===== src/rtl/fir_pkg.sv =====
// Shared definitions for the 4-parallel FIR front end: sample width, lane count,
// sample type and packer state encoding.
package fir_pkg;

    localparam int DW    = 16;
    localparam int LANES = 4;

    typedef logic signed [DW-1:0] sample_t;

    typedef enum logic {
        FILL = 1'b0,
        FULL = 1'b1
    } state_t;

endpackage


===== src/rtl/fir_s2p_packer.sv =====
// Serial-to-parallel packer: gathers 4 consecutive samples into one block and
// hands it downstream over valid/ready, using an assembly and an output register.
module fir_s2p_packer
    import fir_pkg::*;
#(
    parameter int DW = 16
) (
    input  logic                 clk,
    input  logic                 rst_n,
    input  logic signed [DW-1:0] xk,
    input  logic                 in_valid,
    output logic                 in_ready,
    input  logic                 flush,
    output logic signed [DW-1:0] x4k,
    output logic signed [DW-1:0] x4k_1,
    output logic signed [DW-1:0] x4k_2,
    output logic signed [DW-1:0] x4k_3,
    output logic                 out_valid,
    input  logic                 out_ready
);

    state_t               state;
    state_t               next_state;
    logic [1:0]           idx;
    logic signed [DW-1:0] asm_q [LANES];
    logic signed [DW-1:0] out_q [LANES];
    logic signed [DW-1:0] blk   [LANES];
    logic                 accept;
    logic                 take;
    logic                 slot_free;
    logic                 complete;

    assign in_ready = (state == FILL);

    // blk is the block as it would look if closed this cycle: lanes already
    // written, the sample being accepted now, and zero padding beyond that.
    always_comb begin
        accept     = in_valid && (state == FILL);
        take       = out_valid && out_ready;
        slot_free  = !out_valid || take;
        complete   = 1'b0;
        next_state = state;
        for (int i = 0; i < LANES; i++) begin
            blk[i] = '0;
            if (2'(i) < idx)
                blk[i] = asm_q[i];
            else if ((2'(i) == idx) && accept)
                blk[i] = xk;
        end
        if (state == FILL) begin
            complete = (accept && (idx == 2'd3)) || (flush && ((idx != 2'd0) || accept));
            if (complete && !slot_free)
                next_state = FULL;
        end else if (take) begin
            next_state = FILL;
        end
    end

    always_ff @(posedge clk or negedge rst_n) begin
        if (!rst_n)
            state <= FILL;
        else
            state <= next_state;
    end

    always_ff @(posedge clk or negedge rst_n) begin
        if (!rst_n) begin
            idx       <= '0;
            out_valid <= 1'b0;
            for (int i = 0; i < LANES; i++) begin
                asm_q[i] <= '0;
                out_q[i] <= '0;
            end
        end else if (state == FILL) begin
            if (complete) begin
                idx <= '0;
                if (slot_free) begin
                    out_valid <= 1'b1;
                    for (int i = 0; i < LANES; i++)
                        out_q[i] <= blk[i];
                end else begin
                    for (int i = 0; i < LANES; i++)
                        asm_q[i] <= blk[i];
                end
            end else begin
                if (accept) begin
                    asm_q[idx] <= xk;
                    idx        <= idx + 2'd1;
                end
                if (take)
                    out_valid <= 1'b0;
            end
        end else if (take) begin
            // Held block moves straight into the output slot; out_valid stays high.
            idx <= '0;
            for (int i = 0; i < LANES; i++)
                out_q[i] <= asm_q[i];
        end
    end

    assign x4k   = out_q[0];
    assign x4k_1 = out_q[1];
    assign x4k_2 = out_q[2];
    assign x4k_3 = out_q[3];

endmodule


===== config.mk =====
export PLATFORM = sky130hd
export DESIGN_NAME = fir_s2p_packer
export DESIGN_NICKNAME = d
export VERILOG_FILES = /design/src/rtl/fir_pkg.sv /design/src/rtl/fir_s2p_packer.sv
export SDC_FILE = /design/constraint.sdc
export NUM_CORES = 1
export LEC_CHECK = 0
export CORE_MARGIN = 1.5
export CORE_UTILIZATION = 36
export CTS_BUF_LIST = sky130_fd_sc_hd__clkbuf_4
export DETAILED_ROUTE_END_ITERATION = 12
export MAX_ROUTING_LAYER = met4
export PLACE_DENSITY_LB_ADDON = 0.1
export SETUP_SLACK_MARGIN = 0.15
export SYNTH_ARGS = -nofsm -noshare
export SYNTH_HDL_FRONTEND = slang
export SYNTH_SLANG_ARGS = --single-unit

===== constraint.sdc =====
create_clock -name clk -period 1.98 [get_ports clk]
set_input_delay 0.297 -clock clk [delete_from_list [all_inputs] [get_ports clk]]
set_output_delay 0.297 -clock clk [all_outputs]
set_load 0.01 [all_outputs]

==> reports/results.tsv, run 1 <==
metric	value	unit
synth warn	0	
Critical Path, Cell by Cell	inv_2 > ha_4 > nor2b_4 > or2_4 > a21o_2 > clkbuf_16 > mux2_4	
first-pass GRT wire length	23700	um
top post-synthesis cells by area	dfrtp_1 (57%), a22o_1 (14%), mux2_1 (12%)	
Required @ worst endpoint	2.40	ns
HPWL Detailed	10100	um
slowest library cell on the worst path	dfrtp_1	
ANT nets after route	0	
vias in the first global route	4285	
Avg Inst Size Synth	12.7	um^2
total grt overflow	0	
clk sink count	132	
clock skew	0.0212	ns
DRT Pass-1 Iters	4	
worst slew pin tran	0.504	ns
post-place setup slack	-0.389	ns
most frequent cell after synthesis	dfrtp_1	
crit path buf inv count	2	
1st-iter DRT viols	250	
maximum VDD drop	0.713	mV
Post-Synthesis Cell Area	5810	um^2
ys flop type	dfrtp_1	
total track usage	19.1	%
CP max FO	6	
PD cells	1600	nW/um^2
sequential area share after synthesis	56.8	%
Yosys top cell by area	dfrtp_1	
vias per cell	5.19	
complex-gate fraction of the synthesized area	17.5	%
CTS Root Cell	clkbuf_4	
Worst-path clk slew	0.12	ns
met3 wire len	672	um
Final min period	1.96	ns
Psw	4.34	mW
Clock Power Share	15.3	%
Die ar.	16900	um^2
Post-synth ARST share	100	%
Post-Synth XOR/XNOR Area	0	%
Post-Syn Instances	456	
# DRC	0	
WHS	0.248	ns
EDFF count, synth	0	
Setup WS post-layout	0.0184	ns
largest family of logic cells by synthesized area	compound AO/OA/AOI/OAI gates	
H-tree levels	4	
relative slew slack	66.4	%
Vert. Die Dim	130	um
core area	15800	um^2
f_max	510	MHz
wire per inst	19.7	um
Synth Area in Simple Gates	4.41	%
critical path endpoint category	register	
Crit Path Class	reg -> reg	
clock buffer depth	2	
post-synth net total	482	
IO Count	87	
Yosys reg bits	132	
GP Congestion	0.803	
Top Layer Used	met4	
total length of routed wires	15800	um
Skew-Pair Late Insertion Delay	0.54	ns
met2 WL	7060	um
RSZ-0062 raised after global routing	true	
initial antenna violation count	1	
fin crit share	99.1	%
Combinational Power Share	50.2	%
final setup violation count	0	
sequential share of power	34.5	%
P&R area growth vs syn	38.2	%
final layout net count	598	
# rows	46	
adder-cell area share of the yosys netlist	1.08	%
internal power	8.55	mW
pins over their slew limit	0	
post-synth top area share	56.8	%
number of port buffers	86	
Synth cell types	28	
cell family with the largest share of critical-path delay	flip-flops	
wl on met1	7900	um
Startpoint Class	register	
R2R Setup Slk	0.02	ns
Vias	4162	
Final Hold Fails	0	
Chip Width	130	um
Worst EP arrival	2.38	ns
share of layout cells above drive strength 1	32.1	%
LEAKAGE	4.24	nW
Initial Util	36.7	%
fraction of power spent switching nets	33.7	%
Hold Crit Class	in -> async	
clock buffer count from CTS	17	
mux contribution to synthesized area	15.5	%
CTS tree	yes	
largest net degree at the start of global routing	53	
outcome	finished, final reports clean	
synth cell count leaders	dfrtp_1 (132), a22o_1 (96), mux2_1 (60), nand2_1 (35), clkbuf_1 (24)	
Max-Cap Viols	0	
CP max stage delay	0.44	ns
-- cells by family (layout without fill, tap and decap cells) --
logic type	Yosys count	count (layout)
AOI/OAI and AO/OA	129	130
adders and majority gates	5	5
buffers and inverters	54	182
DFF	132	132
muxes	80	80
other	0	1
and+or+nand+nor	56	56
-- what timing repair did --
action	4_1_cts	5_1_grt
pin swaps	9	1
gates resized for setup	23	37
hold buffers	1	0
hold endpoints to repair	47	0
gates cloned	1	8
buffers inserted	8	4
endpoints found under the setup margin	124	157
-- state kept, by name, summed over array words and instances, names as in the netlist --
name       cells
x4k_1         16
state          1
x4k_3         16
x4k           16
x4k_2         16
out_valid      1
idx            2
asm_q         64
-- area by class of cell --
cell class / instances / area [um^2]
antenna: 1 / 2.50
clock buffer: 19 / 143
clock inverter: 13 / 164
fill: 1409 / 7790
inverter: 5 / 18.8
multi-input combinational: 271 / 2550
sequential: 132 / 3310
tap: 216 / 270
timing repair buffer: 145 / 1580
-- worst register-to-register path, delay by kind of cell, from the launching register on --
kind | cells | cell delay [ns]
AND/OR/NAND/NOR | 2 | 0.38
adder cells (fa/ha/maj) | 1 | 0.16
AO/OA/AOI/OAI | 1 | 0.29
multiplexers | 1 | 0.29
buffers and inverters | 2 | 0.28
flip-flops | 1 | 0.44
-- through the flow --
stage | TNS (ns) | utilization (%) | cell area (um^2) | power (mW) | std cells
detailed placement | -27.33 | 46.3 | 7330 | 10.3 | 747
floorplan | -0.445 | - | 6100 | 8.19 | 456
global route | -0.155 | 50.8 | 8030 | 13.7 | 802
CTS | 0 | 49.0 | 7750 | 12.4 | 789
global placement | -24.06 | 46.3 | 7330 | 10.2 | 747
finish | 0 | 50.8 | 8030 | 12.9 | 802
-- final timing paths --
kind                           start         to  cells past startpoint
setup reg to reg              idx[1]     x4k[3]                      7
setup / recovery              idx[1]     x4k[3]                      7
hold reg to reg            asm_q[34]  asm_q[34]                      1
hold / removal                 rst_n  out_valid                      2
min in group clk           out_ready      state                      3
max in group asynchronous      rst_n  asm_q[26]                      3
-- power groups by stage --
stage                     Combinational [mW]  Clock, mW  Sequential [mW]
after floorplan                         3.62          0             4.57
after global placement                  5.69          0             4.51
after detailed placement                5.76          0             4.53
after CTS                               5.96       2.02             4.46
after global routing                    6.94       2.13             4.58
final                                   6.47       1.97             4.45
-- routing by layer --
metal / GRT usage [%] / vias up
met5: - / -
met4: 5.49 / 0
met3: 4.59 / 16
met2: 27.1 / 101
met1: 27.1 / 2141
li1: - / 1904
-- cell usage in the layout, fill, tap and decap left out, drive strengths merged --
cell type      count
a31oi              1
or3                1
o21ai             22
mux2              80
nor2b              3
buf               54
inv                5
a21o               2
a22o              96
clkbuf            25
clkdlybuf4s50     48
nand2b             3
nand3              1
nand4              1
dlymetal6s2s      27
or2                3
nor3               2
nor2               3
clkinvlp           1
bufinv             4
clkinv             8
nand2             35
dlygate4sd3        1
and2               1
o211a              2
diode              1
dfrtp            132
dlygate4sd2        9
nor4               3
ha                 5
a21oi              7
Power figures use the tool's default switching activity.
==> inputs of run 2 (changes only) <==
- RECOVER_POWER: unset -> 50
==> run 2 against run 1 <==
Die area unchanged. First-iteration DRC count down 12%. Count of clock-buffer cells in the layout unchanged. Register-to-register slack about the same. Global-route usage unchanged. Clock power is essentially flat. Design area is 0.20% lower. Fmax hardly changed. Sequential cell count unchanged. Final cell count unchanged. Critical path type unchanged. Critical endpoint is now x4k_1[4]. Largest cell class unchanged. Largest power group unchanged.
==> reports/results.tsv, run 2 (same netlist as run 1, synthesis figures left out) <==
metric	value	unit
f_max	510	MHz
IO Count	87	
first-pass GRT wire length	23700	um
clock skew	0.0192	ns
multi-input combinational cell area	2550	um^2
Max-Cap Viols	0	
met2 WL	7050	um
max reg flops	64	
Setup WS post-layout	0.0201	ns
Die ar.	16900	um^2
PD cells	1610	nW/um^2
crit path from	idx[1]	
CTS Root Cell	clkbuf_4	
initial antenna violation count	1	
vias in the first global route	4285	
met3 wire len	855	um
post-place setup slack	-0.389	ns
Initial Util	36.7	%
HPWL Detailed	10100	um
fin crit share	99.0	%
clock buffer count from CTS	17	
clk sink count	132	
reg2reg path depth	7	
core area	15800	um^2
Final min period	1.96	ns
RSZ-0062 raised after global routing	true	
wire per inst	19.6	um
WHS	0.413	ns
GP Congestion	0.803	
Psw	4.33	mW
Chip Width	130	um
maximum VDD drop	0.712	mV
Final Hold Fails	0	
worst hold path cell count	3	
Startpoint Class	register	
CTS tree	yes	
internal power	8.54	mW
most common cell after layout, fill and taps aside	dfrtp_1	
Worst-path clk slew	0.12	ns
placed instance count	747	
Vias	4177	
slowest library cell on the worst path	dfrtp_1	
Final Instance Count excl. Fillers	802	
Clock Power Share	15.3	%
share of layout cells above drive strength 1	32.1	%
pins over their slew limit	0	
largest net degree at the start of global routing	53	
R2R Setup Slk	0.02	ns
fraction of power spent switching nets	33.6	%
total length of routed wires	15700	um
# fillers	1410	
Setup crit end	x4k_1[4]	
# DRC	0	
final setup violation count	0	
Skew-Pair Late Insertion Delay	0.54	ns
sequential share of power	34.5	%
Largest Register	asm_q	
Combinational Power Share	50.2	%
number of port buffers	86	
Critical Path, Cell by Cell	inv_2 > ha_4 > nor2b_4 > or2_4 > a21o_4 > clkbuf_16 > mux2_4	
P&R area growth vs syn	37.9	%
final layout net count	598	
Hold Crit Class	in -> reg	
wl on met1	7640	um
1st-iter DRT viols	219	
worst r2r src	idx[1]	
# rows	46	
vias per cell	5.21	
Top Layer Used	met4	
most frequent cells in the layout	dfrtp_1 (130), a22o_1 (96), mux2_4 (60)	
DRT Pass-1 Iters	4	
CP max FO	8	
Vert. Die Dim	130	um
H-tree levels	4	
relative slew slack	10.1	%
CP max stage delay	0.44	ns
Required @ worst endpoint	2.40	ns
Crit Path Class	reg -> reg	
outcome	finished, final reports clean	
total track usage	19.1	%
clock buffer depth	2	
critical path endpoint category	register	
worst slew pin tran	1.35	ns
Seq. cell area	3310	um^2
LEAKAGE	4.23	nW
ANT nets after route	0	
total grt overflow	0	
r2r endpoint	x4k_1[4]	
Worst EP arrival	2.38	ns
-- run 2: critical path, delay by kind of cell, from the launching register on --
family	cells	cell delay [ns]
fa+ha+maj	1	0.16
mux	1	0.29
buf+inv	2	0.28
flops	1	0.44
simple gates	2	0.38
compound gates	1	0.28
-- run 2: timing repair --
item	4_1_cts	5_1_grt
gates cloned	1	8
endpoints found under the setup margin	124	157
pin swaps	9	1
endpoints found under the hold margin	47	0
setup buffers	8	4
resized for setup	23	37
hold buffers	1	0
-- run 2: how the worst min path moves through the flow --
stage              start         to  slack, ns
2_1_floorplan      rst_n   asm_q[0]      0.001
3_3_place_gp       rst_n      state       0.28
5_1_grt        out_ready      state       0.41
4_1_cts            rst_n  out_valid       0.24
3_5_place_dp       rst_n  out_valid       0.28
6_report       out_ready      state       0.41
-- run 2: layout make-up --
class	count	share of cell area (%)
antenna	1	0.0312
sequential	132	41.2
timing repair buffer	145	19.6
tap	216	3.37
clock buffer	19	1.78
multi-input combinational	271	31.8
inverter	5	0.234
clock inverter	13	2.04
-- run 2: routing by layer --
metal  vias to the layer above  track usage, %
met3                        17            4.59
met2                       113            27.1
li1                       1906               -
met5                         -               -
met1                      2141            27.1
met4                         0            5.49
-- run 2: per-stage QoR --
step	cell area [um^2]	setup TNS (ns)	utilization, %	power [mW]
floorplan	6100	-0.445	-	8.19
global placement	7330	-24.06	46.3	10.2
detailed placement	7330	-27.33	46.3	10.3
CTS	7750	0	49.0	12.4
global route	8020	-0.214	50.7	13.6
finish	8020	0	50.7	12.9
-- run 2: power by group through the flow --
stage	sequential, mW	combinational [mW]	clock (mW)
final	4.45	6.46	1.97
after global routing	4.58	6.94	2.13
after CTS	4.46	5.96	2.02
after detailed placement	4.53	5.76	0
after global placement	4.51	5.69	0
after floorplan	4.57	3.62	0
